`src/rtl/ten_eth_port_seek_pkg.sv`:
```
// Shared types and field positions for the 10G RX destination-lookup engine.
package ten_eth_pkg;

    typedef enum logic [1:0] {
        SEEK_LOCAL  = 2'd0,
        SEEK_UPLINK = 2'd1,
        SEEK_BUFFER = 2'd2,
        SEEK_DROP   = 2'd3
    } seek_flag_e;

    localparam int MAC_W       = 48;
    localparam int ID_W        = 4;
    localparam int PORT_CODE_W = 3;

    // dst_mac layout: [47:16] head, [15:11] must be zero, [10:8] tor, [7:0] port
    localparam int MAC_HEAD_LSB   = 16;
    localparam int MAC_TOR_HI_LSB = 11;
    localparam int MAC_TOR_LSB    = 8;
    localparam int MAC_PORT_LSB   = 0;

    localparam logic [31:0] DEF_MAC_HEAD = 32'h8DBC_5C4A;

    typedef struct packed {
        logic [PORT_CODE_W-1:0] outport;
        seek_flag_e             flag;
    } seek_res_t;

endpackage

```
`src/rtl/ten_eth_port_seek_rr_arbiter.sv`:
```
// Round-robin arbiter: one grant per cycle, search starts at the port after the last winner.
module rr_arbiter
    import ten_eth_pkg::*;
#(
    parameter int  P_PORT_NUM = 4,
    localparam int IDX_W      = (P_PORT_NUM > 1) ? $clog2(P_PORT_NUM) : 1
) (
    input  logic                  i_clk,
    input  logic                  i_rst,
    input  logic [P_PORT_NUM-1:0] i_req,
    output logic [P_PORT_NUM-1:0] o_gnt,
    output logic [IDX_W-1:0]      o_gnt_idx,
    output logic                  o_gnt_vld
);

    logic [IDX_W-1:0] ptr_q;
    logic [IDX_W-1:0] ptr_d;
    int               cand;

    always_comb begin
        o_gnt_vld = 1'b0;
        o_gnt_idx = '0;
        cand      = 0;
        for (int i = 0; i < P_PORT_NUM; i++) begin
            cand = int'(ptr_q) + i;
            if (cand >= P_PORT_NUM) begin
                cand = cand - P_PORT_NUM;
            end
            if (!o_gnt_vld && i_req[cand[IDX_W-1:0]]) begin
                o_gnt_vld = 1'b1;
                o_gnt_idx = cand[IDX_W-1:0];
            end
        end
        o_gnt = o_gnt_vld ? (P_PORT_NUM'(1) << o_gnt_idx) : '0;

        ptr_d = ptr_q;
        if (o_gnt_vld) begin
            ptr_d = (o_gnt_idx == IDX_W'(P_PORT_NUM - 1)) ? '0 : o_gnt_idx + IDX_W'(1);
        end
    end

    always_ff @(posedge i_clk) begin
        if (i_rst) begin
            ptr_q <= '0;
        end else begin
            ptr_q <= ptr_d;
        end
    end

endmodule

```
`src/rtl/ten_eth_port_seek.sv`:
```
// Shared destination-MAC lookup for the RX ports: capture, round-robin grant, decode.
module ten_eth_port_seek
    import ten_eth_pkg::*;
#(
    parameter int          P_PORT_NUM    = 4,
    parameter logic [31:0] P_MAC_HEAD    = DEF_MAC_HEAD,
    parameter logic [2:0]  P_MY_TOR_ID   = 3'd0,
    parameter int          P_DOWN_PORTS  = 2,
    parameter logic [2:0]  P_UPLINK_PORT = 3'd7
) (
    input  logic                       i_clk,
    input  logic                       i_rst,
    input  logic [MAC_W*P_PORT_NUM-1:0] i_check_mac,
    input  logic [ID_W*P_PORT_NUM-1:0]  i_check_id,
    input  logic [P_PORT_NUM-1:0]       i_check_valid,
    input  logic [2:0]                  i_cur_connect_tor,
    input  logic                        i_connect_valid,
    output logic [PORT_CODE_W-1:0]      o_outport,
    output logic [1:0]                  o_seek_flag,
    output logic [ID_W-1:0]             o_check_id,
    output logic [P_PORT_NUM-1:0]       o_result_valid,
    output logic [P_PORT_NUM-1:0]       o_req_overrun
);

    localparam int IDX_W = (P_PORT_NUM > 1) ? $clog2(P_PORT_NUM) : 1;

    logic [MAC_W-1:0]       slot_mac_q [P_PORT_NUM];
    logic [MAC_W-1:0]       slot_mac_d [P_PORT_NUM];
    logic [ID_W-1:0]        slot_id_q  [P_PORT_NUM];
    logic [ID_W-1:0]        slot_id_d  [P_PORT_NUM];
    logic [P_PORT_NUM-1:0]  pending_q, pending_d;
    logic [P_PORT_NUM-1:0]  ovr_p1_q, ovr_p1_d;

    logic [P_PORT_NUM-1:0]  gnt;
    logic [IDX_W-1:0]       gnt_idx;
    logic                   gnt_vld;

    logic                   vld_p1_q, vld_p1_d;
    logic [MAC_W-1:0]       mac_p1_q, mac_p1_d;
    logic [ID_W-1:0]        id_p1_q, id_p1_d;
    logic [IDX_W-1:0]       port_p1_q, port_p1_d;

    seek_res_t              dec;
    logic [P_PORT_NUM-1:0]  result_valid_q, result_valid_d;
    logic [P_PORT_NUM-1:0]  overrun_q, overrun_d;
    logic [PORT_CODE_W-1:0] outport_q, outport_d;
    logic [1:0]             flag_q, flag_d;
    logic [ID_W-1:0]        id_q, id_d;

    function automatic seek_res_t seek_decode(
        input logic [MAC_W-1:0] mac,
        input logic [2:0]       cur_tor,
        input logic             conn_vld
    );
        logic [7:0] port_byte;
        logic [2:0] tor;
        seek_res_t  res;
        port_byte   = mac[MAC_TOR_LSB-1:MAC_PORT_LSB];
        tor         = mac[MAC_TOR_HI_LSB-1:MAC_TOR_LSB];
        res.outport = '0;
        res.flag    = SEEK_DROP;
        if (mac[MAC_W-1:MAC_HEAD_LSB] == P_MAC_HEAD &&
            mac[MAC_HEAD_LSB-1:MAC_TOR_HI_LSB] == '0) begin
            if (tor == P_MY_TOR_ID) begin
                if (port_byte >= 8'd1 && port_byte <= 8'(P_DOWN_PORTS)) begin
                    res.flag    = SEEK_LOCAL;
                    res.outport = 3'(port_byte - 8'd1);
                end
            end else if (conn_vld && tor == cur_tor) begin
                res.flag    = SEEK_UPLINK;
                res.outport = P_UPLINK_PORT;
            end else begin
                res.flag    = SEEK_BUFFER;
                res.outport = tor;
            end
        end
        return res;
    endfunction

    rr_arbiter #(.P_PORT_NUM(P_PORT_NUM)) u_arb (
        .i_clk     (i_clk),
        .i_rst     (i_rst),
        .i_req     (pending_q),
        .o_gnt     (gnt),
        .o_gnt_idx (gnt_idx),
        .o_gnt_vld (gnt_vld)
    );

    always_comb begin
        // A grant and a fresh request on the same port: the new one is queued, no overrun.
        pending_d = (pending_q & ~gnt) | i_check_valid;
        ovr_p1_d  = i_check_valid & pending_q & ~gnt;
        for (int p = 0; p < P_PORT_NUM; p++) begin
            slot_mac_d[p] = slot_mac_q[p];
            slot_id_d[p]  = slot_id_q[p];
            if (i_check_valid[p]) begin
                slot_mac_d[p] = i_check_mac[p*MAC_W +: MAC_W];
                slot_id_d[p]  = i_check_id[p*ID_W +: ID_W];
            end
        end

        // Stage 1: granted slot.
        vld_p1_d  = gnt_vld;
        mac_p1_d  = mac_p1_q;
        id_p1_d   = id_p1_q;
        port_p1_d = port_p1_q;
        if (gnt_vld) begin
            mac_p1_d  = slot_mac_q[gnt_idx];
            id_p1_d   = slot_id_q[gnt_idx];
            port_p1_d = gnt_idx;
        end

        // Stage 2: decode against the uplink state seen at this edge.
        dec            = seek_decode(mac_p1_q, i_cur_connect_tor, i_connect_valid);
        result_valid_d = vld_p1_q ? (P_PORT_NUM'(1) << port_p1_q) : '0;
        overrun_d      = ovr_p1_q;
        outport_d      = outport_q;
        flag_d         = flag_q;
        id_d           = id_q;
        if (vld_p1_q) begin
            outport_d = dec.outport;
            flag_d    = dec.flag;
            id_d      = id_p1_q;
        end
    end

    always_ff @(posedge i_clk) begin
        for (int p = 0; p < P_PORT_NUM; p++) begin
            slot_mac_q[p] <= slot_mac_d[p];
            slot_id_q[p]  <= slot_id_d[p];
        end
        mac_p1_q  <= mac_p1_d;
        id_p1_q   <= id_p1_d;
        port_p1_q <= port_p1_d;
    end

    always_ff @(posedge i_clk) begin
        if (i_rst) begin
            pending_q      <= '0;
            ovr_p1_q       <= '0;
            vld_p1_q       <= 1'b0;
            result_valid_q <= '0;
            overrun_q      <= '0;
            outport_q      <= '0;
            flag_q         <= '0;
            id_q           <= '0;
        end else begin
            pending_q      <= pending_d;
            ovr_p1_q       <= ovr_p1_d;
            vld_p1_q       <= vld_p1_d;
            result_valid_q <= result_valid_d;
            overrun_q      <= overrun_d;
            outport_q      <= outport_d;
            flag_q         <= flag_d;
            id_q           <= id_d;
        end
    end

    assign o_outport      = outport_q;
    assign o_seek_flag    = flag_q;
    assign o_check_id     = id_q;
    assign o_result_valid = result_valid_q;
    assign o_req_overrun  = overrun_q;

endmodule

```
`config.mk`:
```
export PLATFORM = sky130hd
export DESIGN_NAME = ten_eth_port_seek
export DESIGN_NICKNAME = d
export VERILOG_FILES = /design/src/rtl/ten_eth_port_seek_pkg.sv /design/src/rtl/ten_eth_port_seek_rr_arbiter.sv /design/src/rtl/ten_eth_port_seek.sv
export SDC_FILE = /design/constraint.sdc
export NUM_CORES = 1
export LEC_CHECK = 0
export CAP_MARGIN = 10
export CORE_ASPECT_RATIO = 0.8
export CORE_MARGIN = 5
export CORE_UTILIZATION = 52
export CTS_BUF_LIST = sky130_fd_sc_hd__clkbuf_4
export CTS_CLUSTER_SIZE = 16
export DETAILED_ROUTE_END_ITERATION = 16
export PLACE_DENSITY = 0.8
export SLEW_MARGIN = 25
export SYNTH_ARGS = -nofsm -noshare
export SYNTH_HDL_FRONTEND = slang
export SYNTH_SLANG_ARGS = --single-unit
```
`constraint.sdc`:
```
create_clock -name i_clk -period 2.6 [get_ports i_clk]
set_clock_uncertainty 0.05 [all_clocks]
set_input_delay 0.39 -clock i_clk [delete_from_list [all_inputs] [get_ports i_clk]]
set_output_delay 0.39 -clock i_clk [all_outputs]
set_load 0.02 [all_outputs]
```
==> results of run 1 <==
final timing paths:
kind | start | end | slack [ns] | cells past startpoint
worst max-delay path | u_arb.ptr_q[1] | mac_p1_q[26] | 0.27 | 6
worst min-delay path | i_check_valid[1] | slot_mac_q[1][30] | 0.17 | 1
worst max register to register | u_arb.ptr_q[1] | mac_p1_q[26] | 0.27 | 6
worst min register to register | overrun_d[1] | o_req_overrun[1] | 0.39 | 1
metal layers:
layer	GRT usage, %	vias to the layer above	part of all wire (%)
li1	-	2938	-
met1	25.8	3030	41
met2	33.8	285	49
met3	6.21	55	8.1
met4	6.62	2	2.2
met5	0	-	0.053
registers in the layout, summed over array words and instances (netlist names):
signal,count
u_arb.ptr_q,2
o_req_overrun,4
o_result_valid,4
o_check_id,4
overrun_d,4
pending_q,4
slot_mac_q,192
id_p1_q,4
slot_id_q,16
vld_p1_q,1
o_outport,3
o_seek_flag,2
mac_p1_q,48
port_p1_q,2
cells in the mapped netlist, types with 2 or more instances:
library cell	n	area, µm²
sky130_fd_sc_hd__inv_2	2	7.51
sky130_fd_sc_hd__mux2i_1	161	1610
sky130_fd_sc_hd__and2_1	2	12.5
sky130_fd_sc_hd__buf_2	9	45.0
sky130_fd_sc_hd__nor2b_1	5	31.3
sky130_fd_sc_hd__o311ai_0	2	17.5
sky130_fd_sc_hd__dfxtp_1	28	561
sky130_fd_sc_hd__nor3_1	5	25.0
sky130_fd_sc_hd__nor4b_1	6	52.6
sky130_fd_sc_hd__a2111oi_0	2	17.5
sky130_fd_sc_hd__clkbuf_1	5	18.8
sky130_fd_sc_hd__o21ai_1	2	10.0
sky130_fd_sc_hd__inv_1	9	33.8
sky130_fd_sc_hd__o21ai_0	4	20.0
sky130_fd_sc_hd__ha_1	4	50.1
sky130_fd_sc_hd__nand4_1	2	12.5
sky130_fd_sc_hd__edfxtp_1	262	7870
sky130_fd_sc_hd__nor2_1	15	56.3
sky130_fd_sc_hd__buf_4	5	37.5
sky130_fd_sc_hd__nand2_1	5	18.8
sky130_fd_sc_hd__clkbuf_4	3	22.5
sky130_fd_sc_hd__nand2b_1	6	37.5
sky130_fd_sc_hd__nor4_1	2	12.5
sky130_fd_sc_hd__nor3b_1	2	15.0
sky130_fd_sc_hd__nor4bb_1	5	50.1
sky130_fd_sc_hd__xnor2_1	2	17.5
sky130_fd_sc_hd__and4b_1	2	20.0
sky130_fd_sc_hd__a21oi_1	9	45.0
cell families after synthesis:
logic type / after synthesis / share of synthesized area, %
and+or+nand+nor: 62 / 3.48
xor gates and xnor gates: 3 / 0.241
AOI/OAI and AO/OA: 32 / 2.09
DFF: 290 / 77.4
adders and majority gates: 4 / 0.460
buffers and inverters: 34 / 1.55
muxes: 161 / 14.8
layout make-up:
class                           count  area (µm²)  area share (%)
Sequential cell                   290        8430            57.9
Timing Repair Buffer              249        2530            17.4
Multi-Input combinational cell    262        2310            15.9
Clock buffer                      102         766            5.26
Tap cell                          269         337            2.31
Clock inverter                     15         130           0.894
Inverter                           11        46.3           0.318
power groups by stage:
stage	sequential, mW	combinational, mW	clock, mW
finish	6.03	1.88	3.68
global route	6.08	2.04	4.06
CTS	6.03	1.91	3.79
detailed placement	6.13	1.90	0
global placement	6.10	1.82	0
floorplan	6.05	1.14	0
worst reg2reg max path, delay by kind of cell, from the launching register on:
| family | cells | cell delay [ns] |
|---|---|---|
| AO/OA/AOI/OAI | 2 | 0.64 |
| flip-flops | 1 | 0.49 |
| buffers and inverters | 2 | 0.48 |
| multiplexers | 2 | 0.42 |
==> impl_metrics.ini, run 1 <==
[outcome]
result_of_the_run = complete, no violations

[setup_path]
worst_ep_required_time_ns = 2.92
crit_path_end_kind = register
timing.critical_path.from_type = register
path_buf_inv = 2
timing.critical_path.slowest_stage_cell = sky130_fd_sc_hd__o32ai_2
critical_path_maximum_fanout = 57
path_common_cell = sky130_fd_sc_hd__mux2i_1
timing.critical_path.arrival_ns = 2.66
critical_path_type = register to register
worstPathCellList = a21oi_1, o32ai_2, inv_6, buf_12, mux2i_1, mux2i_1
worst_path_largest_cell_delay_ns = 0.51
timing.critical_path.max_delay_family = compound AO/OA/AOI/OAI gates

[pwr]
combPwrFrac_pct = 16.3
p_seq_share_pct = 52.0
power.switching_fraction_pct = 24.3
cellPowerDensity_nw_per_um2 = 797
power_report.internal_total_mw = 8.78
power_dissipated_by_switching_net_loads_mw = 2.82
pwr-share-clk_pct = 31.8
leakage_nw = 5.37
report.power.total_mw = 11.6
irDropWorstVdd_v = 0.000461

[timing]
hold-worst-slack_ns = 0.170
relSlewSlack_pct = 53.2
layout_min_cycle_time_ns = 2.33
slew_viol_final = 0
rsz0062_at_grt = no
tightest_slew_ns = 0.703
finalSetupViolCount = 0
final_critical_path_setup_slack_ns = 0.265
finalSetupTns_ns = 0
timing_hold_violations_final = 0
fmaxAchievable_mhz = 428
final_min_period_over_clock_period_pct = 89.8

[cells_and_area]
layout.cells.most_common_list = 262 x sky130_fd_sc_hd__edfxtp_1, 230 x sky130_fd_sc_hd__clkdlybuf4s50_1, 161 x sky130_fd_sc_hd__mux2i_1
final.fill_count = 1284
flow.area_growth_from_synthesis_pct = 33.6
diodes = 0
layout_commonest_cell = sky130_fd_sc_hd__edfxtp_1
finish.cell_count_without_fillers = 1198
layout-drive-gt1-share_pct = 14.4
fin_area_um2 = 14500
layout.core_utilization_pct = 70.5
final_net_count = 1107

[clock_tree]
cts_tree = done
clkSlewWorstSetupHoldPaths_ns = 0.07
cts.sinks = 290
h-tree-depth = 3
hold_buffers = 0
post-cts-setup-buffer-count = 0
cts_repair_resize_count = 0
tritoncts.num_buffers = 71
cts_buffer_depth = 3
root_buffer = sky130_fd_sc_hd__clkbuf_4
clk-insertion-delay-late_ns = 0.66

[floorplanning]
initial_core_util_pct = 52.8
design.die.area_um2 = 24000
die_w_um = 172
fp.dieH_um = 139
core_um2 = 20600
floorplan.rows = 47
design.portCount = 235

[synthesis]
synth.lib_cells_used.distinct = 48
mean_syn_cell_area_um2 = 18.6
total_number_of_yosys_warnings = 0
synth_area_um2 = 10900
netlist_instances = 586
yosysSeqAreaShare_pct = 77.4
synth.net_count = 808
asyncSetResetFlopFracSynth_pct = 0
synth_seq_cells = 290
ys_dominant_reg_cell = sky130_fd_sc_hd__edfxtp_1
number_of_synthesized_flops_with_an_enable_pin = 262

[route]
wire_per_inst_um = 20.4
drc = 0
detailedRoute.firstIterationViolations = 380
vias_post_dr = 6310
route.final.wire_length_um = 24400
drt_pass1_iterations = 5
drt.antenna.violating_nets = 0
routed_via_density = 5.27

[global_route]
wire_length_of_the_first_global_routing_pass_um = 37200
groute.usage.overall_pct = 20.4
antenna_found_initial = 1
first_global_vias = 7095
grt_overflow = 0
grt_max_degree = 58

[placed_design]
post-dp-hpwl_um = 16800
replace_congestion = 0.866
detailedPlace.worstSlack_ns = 0.331
detailed_place.area_um2 = 13700
place_inst = 1081
io_buffer_count = 234

[min_path]
holdCritPathClass = input port to register

[job]
max_cap_violations = 0
No activity file was read; power rests on OpenSTA's default activity.
==> run 2: changes to the inputs <==
--- a/config.mk
+++ b/config.mk
@@ -8,11 +8,12 @@
 export CAP_MARGIN = 10
 export CORE_ASPECT_RATIO = 0.8
 export CORE_MARGIN = 5
-export CORE_UTILIZATION = 52
+export CORE_UTILIZATION = 40
 export CTS_BUF_LIST = sky130_fd_sc_hd__clkbuf_4
 export CTS_CLUSTER_SIZE = 16
 export DETAILED_ROUTE_END_ITERATION = 16
-export PLACE_DENSITY = 0.8
+export MAX_ROUTING_LAYER = met4
+export PLACE_DENSITY = 0.63
 export SLEW_MARGIN = 25
 export SYNTH_ARGS = -nofsm -noshare
 export SYNTH_HDL_FRONTEND = slang
==> impl_metrics.ini, run 2 (synthesized netlist as in run 1, its figures left out) <==
[floorplanning]
core_um2 = 27000
die_w_um = 194
initial_core_util_pct = 40.3
floorplan.rows = 54
design.die.area_um2 = 30600
fp.dieH_um = 158
design.portCount = 235

[placed_design]
post-dp-hpwl_um = 16900
place_inst = 1178
io_buffer_count = 234
replace_congestion = 0.834

[pwr]
cellPowerDensity_nw_per_um2 = 790
leakage_nw = 5.40
report.power.total_mw = 11.6
irDropWorstVdd_v = 0.000381

[clock_tree]
cts_repair_resize_count = 0
cts.sinks = 290
cts_buffer_depth = 3
hold_buffers = 0
post-cts-setup-buffer-count = 0
h-tree-depth = 3
clk-insertion-delay-late_ns = 0.65
cts_tree = done
clkSlewWorstSetupHoldPaths_ns = 0.06
root_buffer = sky130_fd_sc_hd__clkbuf_4
tritoncts.num_buffers = 73

[setup_path]
critical_path_maximum_fanout = 40
timing.critical_path.arrival_ns = 2.57
timing.critical_path.from_type = register
worst-r2r-cell-count = 7
worst_ep_required_time_ns = 2.92
crit_path_end_kind = register
critical_path_type = register to register

[route]
drt.antenna.violating_nets = 0
routed_via_density = 4.81
wire_per_inst_um = 19.4
drt_pass1_iterations = 4
vias_post_dr = 6280
detailedRoute.firstIterationViolations = 238
route.final.wire_length_um = 25400
drc = 0

[cells_and_area]
layout-drive-gt1-share_pct = 15.4
largest_registers = slot_mac_q x192, mac_p1_q x48, slot_id_q x16
diodes = 0
finish.cell_count_without_fillers = 1306
largest_register_ff_count = 192
layout.cells.most_common_list = 262 x sky130_fd_sc_hd__edfxtp_1, 230 x sky130_fd_sc_hd__clkdlybuf4s50_1, 161 x sky130_fd_sc_hd__mux2i_1
layout.core_utilization_pct = 54.2
final_net_count = 1111
layout_commonest_cell = sky130_fd_sc_hd__edfxtp_1
final.fill_count = 2207
max_flop_register = slot_mac_q
flow.area_growth_from_synthesis_pct = 34.6

[timing]
fmaxAchievable_mhz = 444
timing_hold_violations_final = 0
final_min_period_over_clock_period_pct = 86.6
finalSetupViolCount = 0
tightest_slew_ns = 0.689
slew_viol_final = 0
relSlewSlack_pct = 54.1
layout_min_cycle_time_ns = 2.25
rsz0062_at_grt = no
finalSetupTns_ns = 0

[global_route]
grt_overflow = 0
wire_length_of_the_first_global_routing_pass_um = 38800
groute.usage.overall_pct = 17.0
antenna_found_initial = 0
first_global_vias = 7160
grt_max_degree = 55

[job]
max_cap_violations = 0

[min_path]
holdCritPathClass = input port to register
whs_path_depth = 1

[outcome]
result_of_the_run = complete, no violations
## run 2: per-stage QoR
stage | area, µm² | hold WS, ns | setup WS (ns)
global placement | 13700 | 0.381 | 0.478
global route | 14700 | 0.0201 | 0.169
floorplan | 10900 | 0.364 | 0.358
detailed placement | 13700 | 0.382 | 0.380
CTS | 14700 | 0.00839 | 0.342
finish | 14700 | 0.0818 | 0.349
## run 2: layout make-up
type | count | area (µm²) | share of cell area [%]
Timing Repair Buffer | 251 | 2510 | 17.1
Tap cell | 364 | 455 | 3.11
Multi-Input combinational cell | 262 | 2310 | 15.7
Sequential cell | 290 | 8430 | 57.5
Clock buffer | 113 | 848 | 5.79
Inverter | 11 | 46.3 | 0.316
Clock inverter | 15 | 58.8 | 0.401
## run 2: layer usage
metal	wire length [µm]	GRT usage, %	vias to the layer above
met5	0	-	-
met3	1530	4.62	43
met1	11300	21.8	3020
met2	12100	26.7	259
li1	-	-	2958
met4	425	5.59	0
## run 2: worst max-delay path, cell delays in order, from the launching register on
cell and delay [ns]:
sky130_fd_sc_hd__dfxtp_1 0.34, sky130_fd_sc_hd__nand2b_1 0.18, sky130_fd_sc_hd__a21oi_1 0.16, sky130_fd_sc_hd__o32ai_2 0.16, sky130_fd_sc_hd__inv_6 0.10, sky130_fd_sc_hd__buf_4 0.54, sky130_fd_sc_hd__mux2i_1 0.29, sky130_fd_sc_hd__mux2i_1 0.10
## run 2: path summary, 6_finish.rpt
| kind | startpoint | endpoint | slack, ns |
|---|---|---|---|
| worst max-delay path | pending_q[1] | mac_p1_q[36] | 0.35 |
| worst min-delay path | i_check_valid[1] | slot_mac_q[1][13] | 0.08 |
| worst max register to register | pending_q[1] | mac_p1_q[36] | 0.35 |
| worst min register to register | overrun_d[3] | o_req_overrun[3] | 0.39 |
## run 2: power by group
group / leakage (nW) / internal [mW] / switching [mW] / total, mW
Sequential: 2.82 / 5.80 / 0.236 / 6.04
Clock: 0.556 / 1.97 / 1.70 / 3.67
Combinational: 2.03 / 0.968 / 0.912 / 1.88
==> run 3: changes to the inputs <==
--- a/config.mk
+++ b/config.mk
@@ -6,7 +6,6 @@
 export NUM_CORES = 1
 export LEC_CHECK = 0
 export CAP_MARGIN = 10
-export CORE_ASPECT_RATIO = 0.8
 export CORE_MARGIN = 5
 export CORE_UTILIZATION = 40
 export CTS_BUF_LIST = sky130_fd_sc_hd__clkbuf_4
==> constraint.sdc (replaced) <==
create_clock -name i_clk -period 2.8 [get_ports i_clk]
set_clock_uncertainty 0.05 [all_clocks]
set_input_delay 0.42 -clock i_clk [delete_from_list [all_inputs] [get_ports i_clk]]
set_output_delay 0.42 -clock i_clk [all_outputs]
set_load 0.02 [all_outputs]
==> impl_metrics.ini, run 3 (synthesized netlist as in run 1, its figures left out) <==
[outcome]
result_of_the_run = complete, no violations

[cells_and_area]
flow.area_growth_from_synthesis_pct = 35.0
layout-drive-gt1-share_pct = 14.9
final.fill_count = 2166
largest_registers = slot_mac_q x192, mac_p1_q x48, slot_id_q x16
final_net_count = 1111
max_flop_register = slot_mac_q
layout_commonest_cell = sky130_fd_sc_hd__edfxtp_1
finish.cell_count_without_fillers = 1285
layout.core_utilization_pct = 54.7
largest_register_ff_count = 192
layout.cells.most_common_list = 262 x sky130_fd_sc_hd__edfxtp_1, 230 x sky130_fd_sc_hd__clkdlybuf4s50_1, 161 x sky130_fd_sc_hd__mux2i_1

[setup_path]
critical_path_type = register to register
timing.critical_path.arrival_ns = 2.85
worst_ep_required_time_ns = 3.30
timing.critical_path.from_type = register
critical_path_maximum_fanout = 5
crit_path_end_kind = register
worst-r2r-setup-slack_ns = 0.45

[clock_tree]
cts_tree = done
hold_buffers = 0
clk-insertion-delay-late_ns = 0.68
tritoncts.num_buffers = 76
post-cts-setup-buffer-count = 0
cts_repair_resize_count = 0
cts_buffer_depth = 3
root_buffer = sky130_fd_sc_hd__clkbuf_4
h-tree-depth = 3
cts.sinks = 290
clkSlewWorstSetupHoldPaths_ns = 0.07

[route]
detailedRoute.firstIterationViolations = 289
vias_post_dr = 6219
drt_pass1_iterations = 4
route.final.wire_length_um = 24600
routed_via_density = 4.84
drt.antenna.violating_nets = 0
drc = 0
wire_per_inst_um = 19.2

[timing]
slew_viol_final = 0
final_min_period_over_clock_period_pct = 84.0
timing_hold_violations_final = 0
tightest_slew_ns = 0.795
fmaxAchievable_mhz = 425
relSlewSlack_pct = 46.6
layout_min_cycle_time_ns = 2.35
finalSetupTns_ns = 0
finalSetupViolCount = 0
final_critical_path_setup_slack_ns = 0.447
rsz0062_at_grt = no

[placed_design]
detailedPlace.worstSlack_ns = 0.437
post-dp-hpwl_um = 17000
replace_congestion = 0.797
io_buffer_count = 234
place_inst = 1152

[pwr]
combPwrFrac_pct = 16.3
p_seq_share_pct = 51.4
cellPowerDensity_nw_per_um2 = 739
leakage_nw = 5.40
pwr-share-clk_pct = 32.3
power_dissipated_by_switching_net_loads_mw = 2.67
irDropWorstVdd_v = 0.000346
power.switching_fraction_pct = 24.6
power_report.internal_total_mw = 8.19

[floorplanning]
design.die.area_um2 = 30600
initial_core_util_pct = 40.5
design.portCount = 235
die_w_um = 175
fp.dieH_um = 175
core_um2 = 26900
floorplan.rows = 60

[global_route]
grt_max_degree = 41
grt_overflow = 0
first_global_vias = 7111
wire_length_of_the_first_global_routing_pass_um = 37900
groute.usage.overall_pct = 16.6
antenna_found_initial = 3

[min_path]
holdCritPathClass = input port to register

[job]
max_cap_violations = 0
[run 3: metrics by stage]
stage	power [mW]	hold slack, ns	instance area, µm²
6_report	10.9	0.188	14700
2_1_floorplan	6.67	0.364	10900
3_5_place_dp	7.47	0.383	13700
3_3_place_gp	7.41	0.396	13700
5_1_grt	11.5	0.101	14700
4_1_cts	11.0	0.109	14700
[run 3: critical path, cell delays in order (launching register included)]
cell,delay (ns)
sky130_fd_sc_hd__edfxtp_1,0.37
sky130_fd_sc_hd__nor4b_1,0.44
sky130_fd_sc_hd__nand4_1,0.23
sky130_fd_sc_hd__nor3_1,0.66
sky130_fd_sc_hd__o311ai_0,0.31
sky130_fd_sc_hd__a21oi_1,0.20
[run 3: layout make-up]
class,count,area (µm²),share of cell area [%]
flip-flops and latches,290,8430,57.3
inverters,11,46.3,0.315
clock buffers,109,818,5.57
clock inverters,21,128,0.868
well taps,341,427,2.90
repair buffers,248,2540,17.3
diodes,3,7.51,0.0511
multi-input cells,262,2310,15.7
[run 3: final timing paths]
check	startpoint	end	cells past startpoint
hold reg to reg	overrun_d[1]	o_req_overrun[1]	1
setup / recovery	mac_p1_q[45]	o_outport[0]	5
setup reg to reg	mac_p1_q[45]	o_outport[0]	5
hold / removal	i_check_valid[1]	slot_mac_q[1][18]	1
[run 3: layer usage]
metal,global-route usage [%],part of all wire (%),up-vias
li1,-,-,2951
met1,20.4,43,2985
met2,26.5,49,249
met3,5.00,6.6,34
met4,5.27,1.5,0
met5,-,0,-
[run 3: power by group through the flow]
stage | Combinational [mW] | Clock [mW] | Sequential (mW)
after floorplan | 1.06 | 0 | 5.61
after global placement | 1.76 | 0 | 5.66
after detailed placement | 1.79 | 0 | 5.68
after CTS | 1.80 | 3.66 | 5.59
after global routing | 1.92 | 3.90 | 5.64
final | 1.77 | 3.51 | 5.58
